`src/rtl/lcd_spi_arbiter_if.sv`:
```
// Byte channels between the two LCD requesters, the arbiter
// and the shared SPI byte engine.
interface lcd_spi_arbiter_if;
  logic       R0_REQ;
  logic       R0_VALID;
  logic [7:0] R0_DATA;
  logic       R0_DC;
  logic       R0_LAST;
  logic       R0_READY;
  logic       R0_GNT;
  logic       R1_REQ;
  logic       R1_VALID;
  logic [7:0] R1_DATA;
  logic       R1_DC;
  logic       R1_LAST;
  logic       R1_READY;
  logic       R1_GNT;
  logic       TX_VALID;
  logic [7:0] TX_DATA;
  logic       TX_DC;
  logic       TX_LAST;
  logic       TX_READY;
  logic       TX_ABORT;

  modport slave (
    input  R0_REQ, R0_VALID, R0_DATA,
    input  R0_DC, R0_LAST,
    output R0_READY, R0_GNT,
    input  R1_REQ, R1_VALID, R1_DATA,
    input  R1_DC, R1_LAST,
    output R1_READY, R1_GNT,
    output TX_VALID, TX_DATA, TX_DC,
    output TX_LAST, TX_ABORT,
    input  TX_READY
  );

  modport master (
    output R0_REQ, R0_VALID, R0_DATA,
    output R0_DC, R0_LAST,
    input  R0_READY, R0_GNT,
    output R1_REQ, R1_VALID, R1_DATA,
    output R1_DC, R1_LAST,
    input  R1_READY, R1_GNT,
    input  TX_VALID, TX_DATA, TX_DC,
    input  TX_LAST, TX_ABORT,
    output TX_READY
  );
endinterface

```
`src/rtl/lcd_spi_arbiter.sv`:
```
// Transaction-atomic arbiter sharing one LCD SPI byte engine
// between the init sequencer (R0) and the pixel streamer (R1).
module lcd_spi_arbiter #(
  parameter int unsigned FAIR_LIMIT = 4,
  parameter int unsigned TIMEOUT    = 65535
) (
  input  logic             CLK,
  input  logic             RST_N,
  lcd_spi_arbiter_if.slave bus,
  output logic             OWNER,
  output logic             BUSY,
  output logic             ERR
);

  typedef enum logic [1:0] {
    IDLE,
    XFER,
    RELEASE
  } state_t;

  localparam logic [3:0]  FAIR_MAX = 4'(FAIR_LIMIT);
  localparam logic [15:0] TMO_END  = 16'(TIMEOUT - 1);

  state_t      state_q, state_d;
  logic        owner_q, owner_d;
  logic [3:0]  fair_q, fair_d;
  logic [15:0] tmo_q, tmo_d;
  logic        first_q, first_d;
  logic        err_q, err_d;

  logic       own_valid, own_dc, own_last;
  logic [7:0] own_data;
  logic       xfer, hs, pick_r1;

  always_comb begin
    own_valid = owner_q ? bus.R1_VALID : bus.R0_VALID;
    own_data  = owner_q ? bus.R1_DATA  : bus.R0_DATA;
    own_dc    = owner_q ? bus.R1_DC    : bus.R0_DC;
    own_last  = owner_q ? bus.R1_LAST  : bus.R0_LAST;
  end

  assign xfer  = (state_q == XFER);
  assign hs    = xfer & own_valid & bus.TX_READY;
  assign OWNER = owner_q;
  assign BUSY  = (state_q != IDLE);
  assign ERR   = err_q;

  always_ff @(posedge CLK or negedge RST_N) begin
    if (!RST_N) begin
      state_q <= IDLE;
      owner_q <= 1'b0;
      fair_q  <= '0;
      tmo_q   <= '0;
      first_q <= 1'b0;
      err_q   <= 1'b0;
    end else begin
      state_q <= state_d;
      owner_q <= owner_d;
      fair_q  <= fair_d;
      tmo_q   <= tmo_d;
      first_q <= first_d;
      err_q   <= err_d;
    end
  end

  always_comb begin
    state_d      = state_q;
    owner_d      = owner_q;
    fair_d       = fair_q;
    tmo_d        = tmo_q;
    first_d      = first_q;
    err_d        = err_q;
    pick_r1      = 1'b0;
    bus.R0_GNT   = 1'b0;
    bus.R1_GNT   = 1'b0;
    bus.R0_READY = 1'b0;
    bus.R1_READY = 1'b0;
    bus.TX_VALID = 1'b0;
    bus.TX_DATA  = '0;
    bus.TX_DC    = 1'b0;
    bus.TX_LAST  = 1'b0;
    bus.TX_ABORT = 1'b0;

    case (state_q)
      IDLE: begin
        // R1 forced in once R0 has used up its fairness budget
        pick_r1 = bus.R1_REQ &
                  (!bus.R0_REQ || fair_q == FAIR_MAX);
        if (bus.R0_REQ || bus.R1_REQ) begin
          state_d = XFER;
          owner_d = pick_r1;
          tmo_d   = '0;
          first_d = 1'b1;
          if (pick_r1 || !bus.R1_REQ)
            fair_d = '0;
          else if (fair_q != 4'hF)
            fair_d = fair_q + 4'd1;
        end
      end

      XFER: begin
        bus.R0_GNT   = !owner_q;
        bus.R1_GNT   = owner_q;
        bus.R0_READY = !owner_q & bus.TX_READY;
        bus.R1_READY = owner_q & bus.TX_READY;
        bus.TX_VALID = own_valid;
        bus.TX_DATA  = own_data;
        bus.TX_DC    = own_dc;
        bus.TX_LAST  = own_last;
        if (hs) begin
          tmo_d   = '0;
          first_d = 1'b0;
          if (first_q && own_dc)
            err_d = 1'b1;
          if (own_last)
            state_d = RELEASE;
        end else if (!own_valid) begin
          if (tmo_q == TMO_END) begin
            bus.TX_ABORT = 1'b1;
            err_d        = 1'b1;
            state_d      = RELEASE;
          end else begin
            tmo_d = tmo_q + 16'd1;
          end
        end
      end

      RELEASE: state_d = IDLE;

      default: state_d = IDLE;
    endcase
  end

endmodule
```
`src/flat_wrapper.sv`:
```
// flat-port wrapper written by rule: the top's interface ports become plain ports
module lcd_spi_arbiter_flat 
#(
  parameter int unsigned FAIR_LIMIT = 4,
  parameter int unsigned TIMEOUT    = 65535
)
  (CLK, RST_N, OWNER, BUSY, ERR, bus_R0_REQ, bus_R0_VALID, bus_R0_DATA, bus_R0_DC, bus_R0_LAST, bus_R0_READY, bus_R0_GNT, bus_R1_REQ, bus_R1_VALID, bus_R1_DATA, bus_R1_DC, bus_R1_LAST, bus_R1_READY, bus_R1_GNT, bus_TX_VALID, bus_TX_DATA, bus_TX_DC, bus_TX_LAST, bus_TX_ABORT, bus_TX_READY);
  lcd_spi_arbiter_if bus_i ();
  input  logic CLK;
  input  logic RST_N;
  output logic OWNER;
  output logic BUSY;
  output logic ERR;
  input wire logic [$bits(bus_i.R0_REQ)-1:0] bus_R0_REQ;
  input wire logic [$bits(bus_i.R0_VALID)-1:0] bus_R0_VALID;
  input wire logic [$bits(bus_i.R0_DATA)-1:0] bus_R0_DATA;
  input wire logic [$bits(bus_i.R0_DC)-1:0] bus_R0_DC;
  input wire logic [$bits(bus_i.R0_LAST)-1:0] bus_R0_LAST;
  output wire logic [$bits(bus_i.R0_READY)-1:0] bus_R0_READY;
  output wire logic [$bits(bus_i.R0_GNT)-1:0] bus_R0_GNT;
  input wire logic [$bits(bus_i.R1_REQ)-1:0] bus_R1_REQ;
  input wire logic [$bits(bus_i.R1_VALID)-1:0] bus_R1_VALID;
  input wire logic [$bits(bus_i.R1_DATA)-1:0] bus_R1_DATA;
  input wire logic [$bits(bus_i.R1_DC)-1:0] bus_R1_DC;
  input wire logic [$bits(bus_i.R1_LAST)-1:0] bus_R1_LAST;
  output wire logic [$bits(bus_i.R1_READY)-1:0] bus_R1_READY;
  output wire logic [$bits(bus_i.R1_GNT)-1:0] bus_R1_GNT;
  output wire logic [$bits(bus_i.TX_VALID)-1:0] bus_TX_VALID;
  output wire logic [$bits(bus_i.TX_DATA)-1:0] bus_TX_DATA;
  output wire logic [$bits(bus_i.TX_DC)-1:0] bus_TX_DC;
  output wire logic [$bits(bus_i.TX_LAST)-1:0] bus_TX_LAST;
  output wire logic [$bits(bus_i.TX_ABORT)-1:0] bus_TX_ABORT;
  input wire logic [$bits(bus_i.TX_READY)-1:0] bus_TX_READY;
  assign bus_i.R0_REQ = bus_R0_REQ;
  assign bus_i.R0_VALID = bus_R0_VALID;
  assign bus_i.R0_DATA = bus_R0_DATA;
  assign bus_i.R0_DC = bus_R0_DC;
  assign bus_i.R0_LAST = bus_R0_LAST;
  assign bus_R0_READY = bus_i.R0_READY;
  assign bus_R0_GNT = bus_i.R0_GNT;
  assign bus_i.R1_REQ = bus_R1_REQ;
  assign bus_i.R1_VALID = bus_R1_VALID;
  assign bus_i.R1_DATA = bus_R1_DATA;
  assign bus_i.R1_DC = bus_R1_DC;
  assign bus_i.R1_LAST = bus_R1_LAST;
  assign bus_R1_READY = bus_i.R1_READY;
  assign bus_R1_GNT = bus_i.R1_GNT;
  assign bus_TX_VALID = bus_i.TX_VALID;
  assign bus_TX_DATA = bus_i.TX_DATA;
  assign bus_TX_DC = bus_i.TX_DC;
  assign bus_TX_LAST = bus_i.TX_LAST;
  assign bus_TX_ABORT = bus_i.TX_ABORT;
  assign bus_i.TX_READY = bus_TX_READY;
  lcd_spi_arbiter #(.FAIR_LIMIT(FAIR_LIMIT), .TIMEOUT(TIMEOUT)) u_core (.CLK(CLK), .RST_N(RST_N), .bus(bus_i), .OWNER(OWNER), .BUSY(BUSY), .ERR(ERR));
endmodule
```
`config.mk`:
```
export PLATFORM = sky130hd
export DESIGN_NAME = lcd_spi_arbiter_flat
export DESIGN_NICKNAME = d
export VERILOG_FILES = /design/src/rtl/lcd_spi_arbiter_if.sv /design/src/rtl/lcd_spi_arbiter.sv /design/src/flat_wrapper.sv
export SDC_FILE = /design/constraint.sdc
export NUM_CORES = 1
export LEC_CHECK = 0
export CORE_MARGIN = 5
export CORE_UTILIZATION = 43
export DETAILED_ROUTE_END_ITERATION = 16
export PLACE_DENSITY_LB_ADDON = 0.12
export RECOVER_POWER = 100
export SYNTH_ARGS = -nofsm -noshare
export SYNTH_HDL_FRONTEND = slang
export SYNTH_SLANG_ARGS = --single-unit
```
`constraint.sdc`:
```
create_clock -name CLK -period 1.9 [get_ports CLK]
set_input_delay 0.19 -clock CLK [delete_from_list [all_inputs] [get_ports CLK]]
set_output_delay 0.19 -clock CLK [all_outputs]
set_load 0.1 [all_outputs]
```
==> impl_metrics.toml <==
[worst_setup_path]
r2r_cells = 7
critPathMaxFanout = 2
reg2reg_to = "u_core.tmo_q[11]$_DFFE_PN0P_"
critical_path_class = "register to output port"
cp_data_required_time_ns = 1.71
cp-start-kind = "register"
r2r_slack_ns = 0.03
r2r-start = "u_core.OWNER$_DFFE_PN0P_"
cp.arrival_ns = 1.71
setup.worst_path.end_class = "output port"

[finish]
final_cell_mix = "clkdlybuf4s50_1, buf_4, dfrtp_1, nand2_1"
layout.cells.non_filler = 306
multi_input_area_sq_um = 1180
final_common_cell = "clkdlybuf4s50_1"
nets = 290
register_area_sq_um = 629
drive_above_1_share = 0.372
n_fill_cell = 280
syn2layout_area_growth_pct = 60.6
antennaDiodeCount = 0
stdcell_area_sq_um = 2700

[synth]
ys.flop_type = "dfrtp_1"
synth_area_sq_um = 1680
syn_nets = 219
synth-edff-count = 0
syn_inst = 188
yosys_warnings = 0
synth_cell_types = 42
syn_avg_cell_area_sq_um = 8.93
seq_area_frac_synth = 0.373
ys_ff_latch = 25
synthArstFlopShare = 1.00

[floorplan]
core-area_sq_um = 3720
die_w_microns = 72.5
rows = 22
die_area_sq_um = 5250
die_y_microns = 72.5
ios = 46
initial_core_util = 0.452

[power_and_ir_drop]
clkPwrFrac = 0.067
pwr_density_cell_nw_per_um2 = 1740
leakagePower_nw = 1.14
p_total_w = 0.00469
power_switching_w = 0.00270
ir_drop_mv = 1.55
internal_power_w = 0.00199
power_frac_seq = 0.157
power.share.combinational = 0.776
power_switching_share = 0.576

[cts]
root_buffer = "clkbuf_8"
cts_tree = "built"
ctsLongestPathBuffers = 2
clkSlewWorstSetupHoldPaths_ns = 0.09
holdBufCountCts = 0
htreeDepth = 1
cts.sinks = 25
cts_made_buffers = 3
worstSkewPairLatency_ns = 0.27

[sta]
fin_worst_skew_ns = 0.00375
rsz0062_at_grt = "yes"
layout_setup_ws_ns = -0.00448
relSlewSlack = 0.566
fin_tns_setup_ns = -0.00448
tightest_slew_ns = 0.652
maxClockFrequency_mhz = 525
finalCritPeriodShare = 1.00
finalCriticalPeriod_ns = 1.90
setup_violations = 1
hold_viol = 0
drv_slew = 0

[global_routing]
grt_overflow = 0
grt_first_pass_wirelength_microns = 8180
grt_pass1_vias = 1776
grt_max_degree = 26
antenna_found_initial = 0
grt_usage = 0.194

[status]
violations = "setup timing"
status = "finished with violations"

[routing]
totalWireLength_microns = 5000
via_count = 1731
antenna_left = 0
first_iter_violations = 181
wire_per_inst_microns = 16.4
drtPass1Iterations = 4
drc_errors = 0
via_per_inst = 5.66

[placed_design]
dp_cells = 296
gp_congestion = 0.810
place_area_sq_um = 2600
dp_hpwl_microns = 3740
port-buffer-count = 45

[flow_run]
cap_violations = 0

[worst_hold_path]
holdCritPathClass = "input pin to asynchronous set/reset pin"
==> stage by stage <==
step	hold WS (ns)	util	setup slack (ns)
floorplan	-0.106	-	-0.257
CTS	0.281	0.732	-0.0276
global route	0.483	0.726	-0.0554
finish	0.461	0.726	-0.00448
global placement	0.450	0.699	0.0212
detailed placement	0.447	0.699	-0.0552
==> worst max path at each step <==
| stage | startpoint | to | slack [ns] | cells past startpoint |
|---|---|---|---|---|
| finish | u_core.OWNER$_DFFE_PN0P_ | bus_TX_ABORT | -0.004 | 5 |
| global route | u_core.OWNER$_DFFE_PN0P_ | bus_TX_ABORT | -0.06 | 5 |
| CTS | u_core.OWNER$_DFFE_PN0P_ | bus_TX_ABORT | -0.03 | 5 |
| detailed placement | u_core.tmo_q[0]$_DFFE_PN0P_ | u_core.tmo_q[11]$_DFFE_PN0P_ | -0.06 | 8 |
| global placement | bus_R0_VALID | u_core.tmo_q[12]$_DFFE_PN0P_ | 0.02 | 7 |
| floorplan | u_core.OWNER$_DFFE_PN0P_ | u_core.tmo_q[1]$_DFFE_PN0P_ | -0.26 | 7 |
==> routing by layer <==
| layer | wire (microns) | vias to the layer above | GRT usage |
|---|---|---|---|
| met2 | 2490 | 68 | 0.334 |
| met3 | 337 | 13 | 0.0443 |
| met1 | 2050 | 823 | 0.237 |
| met4 | 129 | 0 | 0.0676 |
| met5 | 0 | - | 0 |
| li1 | - | 827 | - |
==> flip-flops by register name, indices dropped and copies added, names as in the netlist <==
signal / count
u_core.first_q: 1
u_core.tmo_q: 16
u_core.state_q: 2
u_core.ERR: 1
u_core.OWNER: 1
u_core.fair_q: 4
==> cells by family (layout without fill, tap and decap cells) <==
| group | count (synthesis) | in the layout | synth area share |
|---|---|---|---|
| simple gates | 81 | 81 | 0.250 |
| compound gates | 49 | 49 | 0.213 |
| flops | 25 | 25 | 0.373 |
| buf+inv | 15 | 85 | 0.0462 |
| mux | 12 | 12 | 0.0775 |
| fa+ha+maj | 4 | 4 | 0.0298 |
| xor+xnor | 2 | 2 | 0.0104 |
==> worst max-delay path, cell delays in order (launching register included) <==
cell	delay, ns
dfrtp_4	0.49
mux2_4	0.31
or2_4	0.25
buf_6	0.12
nor2_4	0.09
buf_12	0.18
==> area by class of cell <==
class / instances / share of cell area
clock buffer: 3 / 0.0153
clock inverter: 1 / 0.00186
inverter: 5 / 0.00696
multi-input combinational: 148 / 0.438
sequential: 25 / 0.233
tap: 48 / 0.0223
timing repair buffer: 76 / 0.283
==> power groups by stage <==
stage	logic (W)	registers, W	clock network (W)
floorplan	0.00231	0.000901	0
global placement	0.00360	0.000734	0
detailed placement	0.00365	0.000744	0
CTS	0.00377	0.000731	0.000325
global route	0.00381	0.000744	0.000352
finish	0.00364	0.000734	0.000316
==> synth_stat cells (all sizes together), types with 3 or more instances <==
library cell	n	share of area
a21oi	11	0.035
a31oi	17	0.098
a41oi	3	0.016
and2	7	0.026
and3	3	0.011
buf	5	0.024
clkbuf	5	0.011
dfrtp	25	0.37
ha	4	0.030
inv	5	0.011
mux2i	10	0.060
nand2	18	0.040
nand3	9	0.027
nand4	5	0.028
nor2	25	0.060
nor3	3	0.012
o21ai	11	0.033
==> repair_timing <==
item / CTS / global route
buffers inserted: 4 / 1
setup endpoints to repair: 18 / 18
resized for setup: 11 / 15
pin swaps: 4 / 1
cloned: 0 / 1
Power figures use the tool's default switching activity.
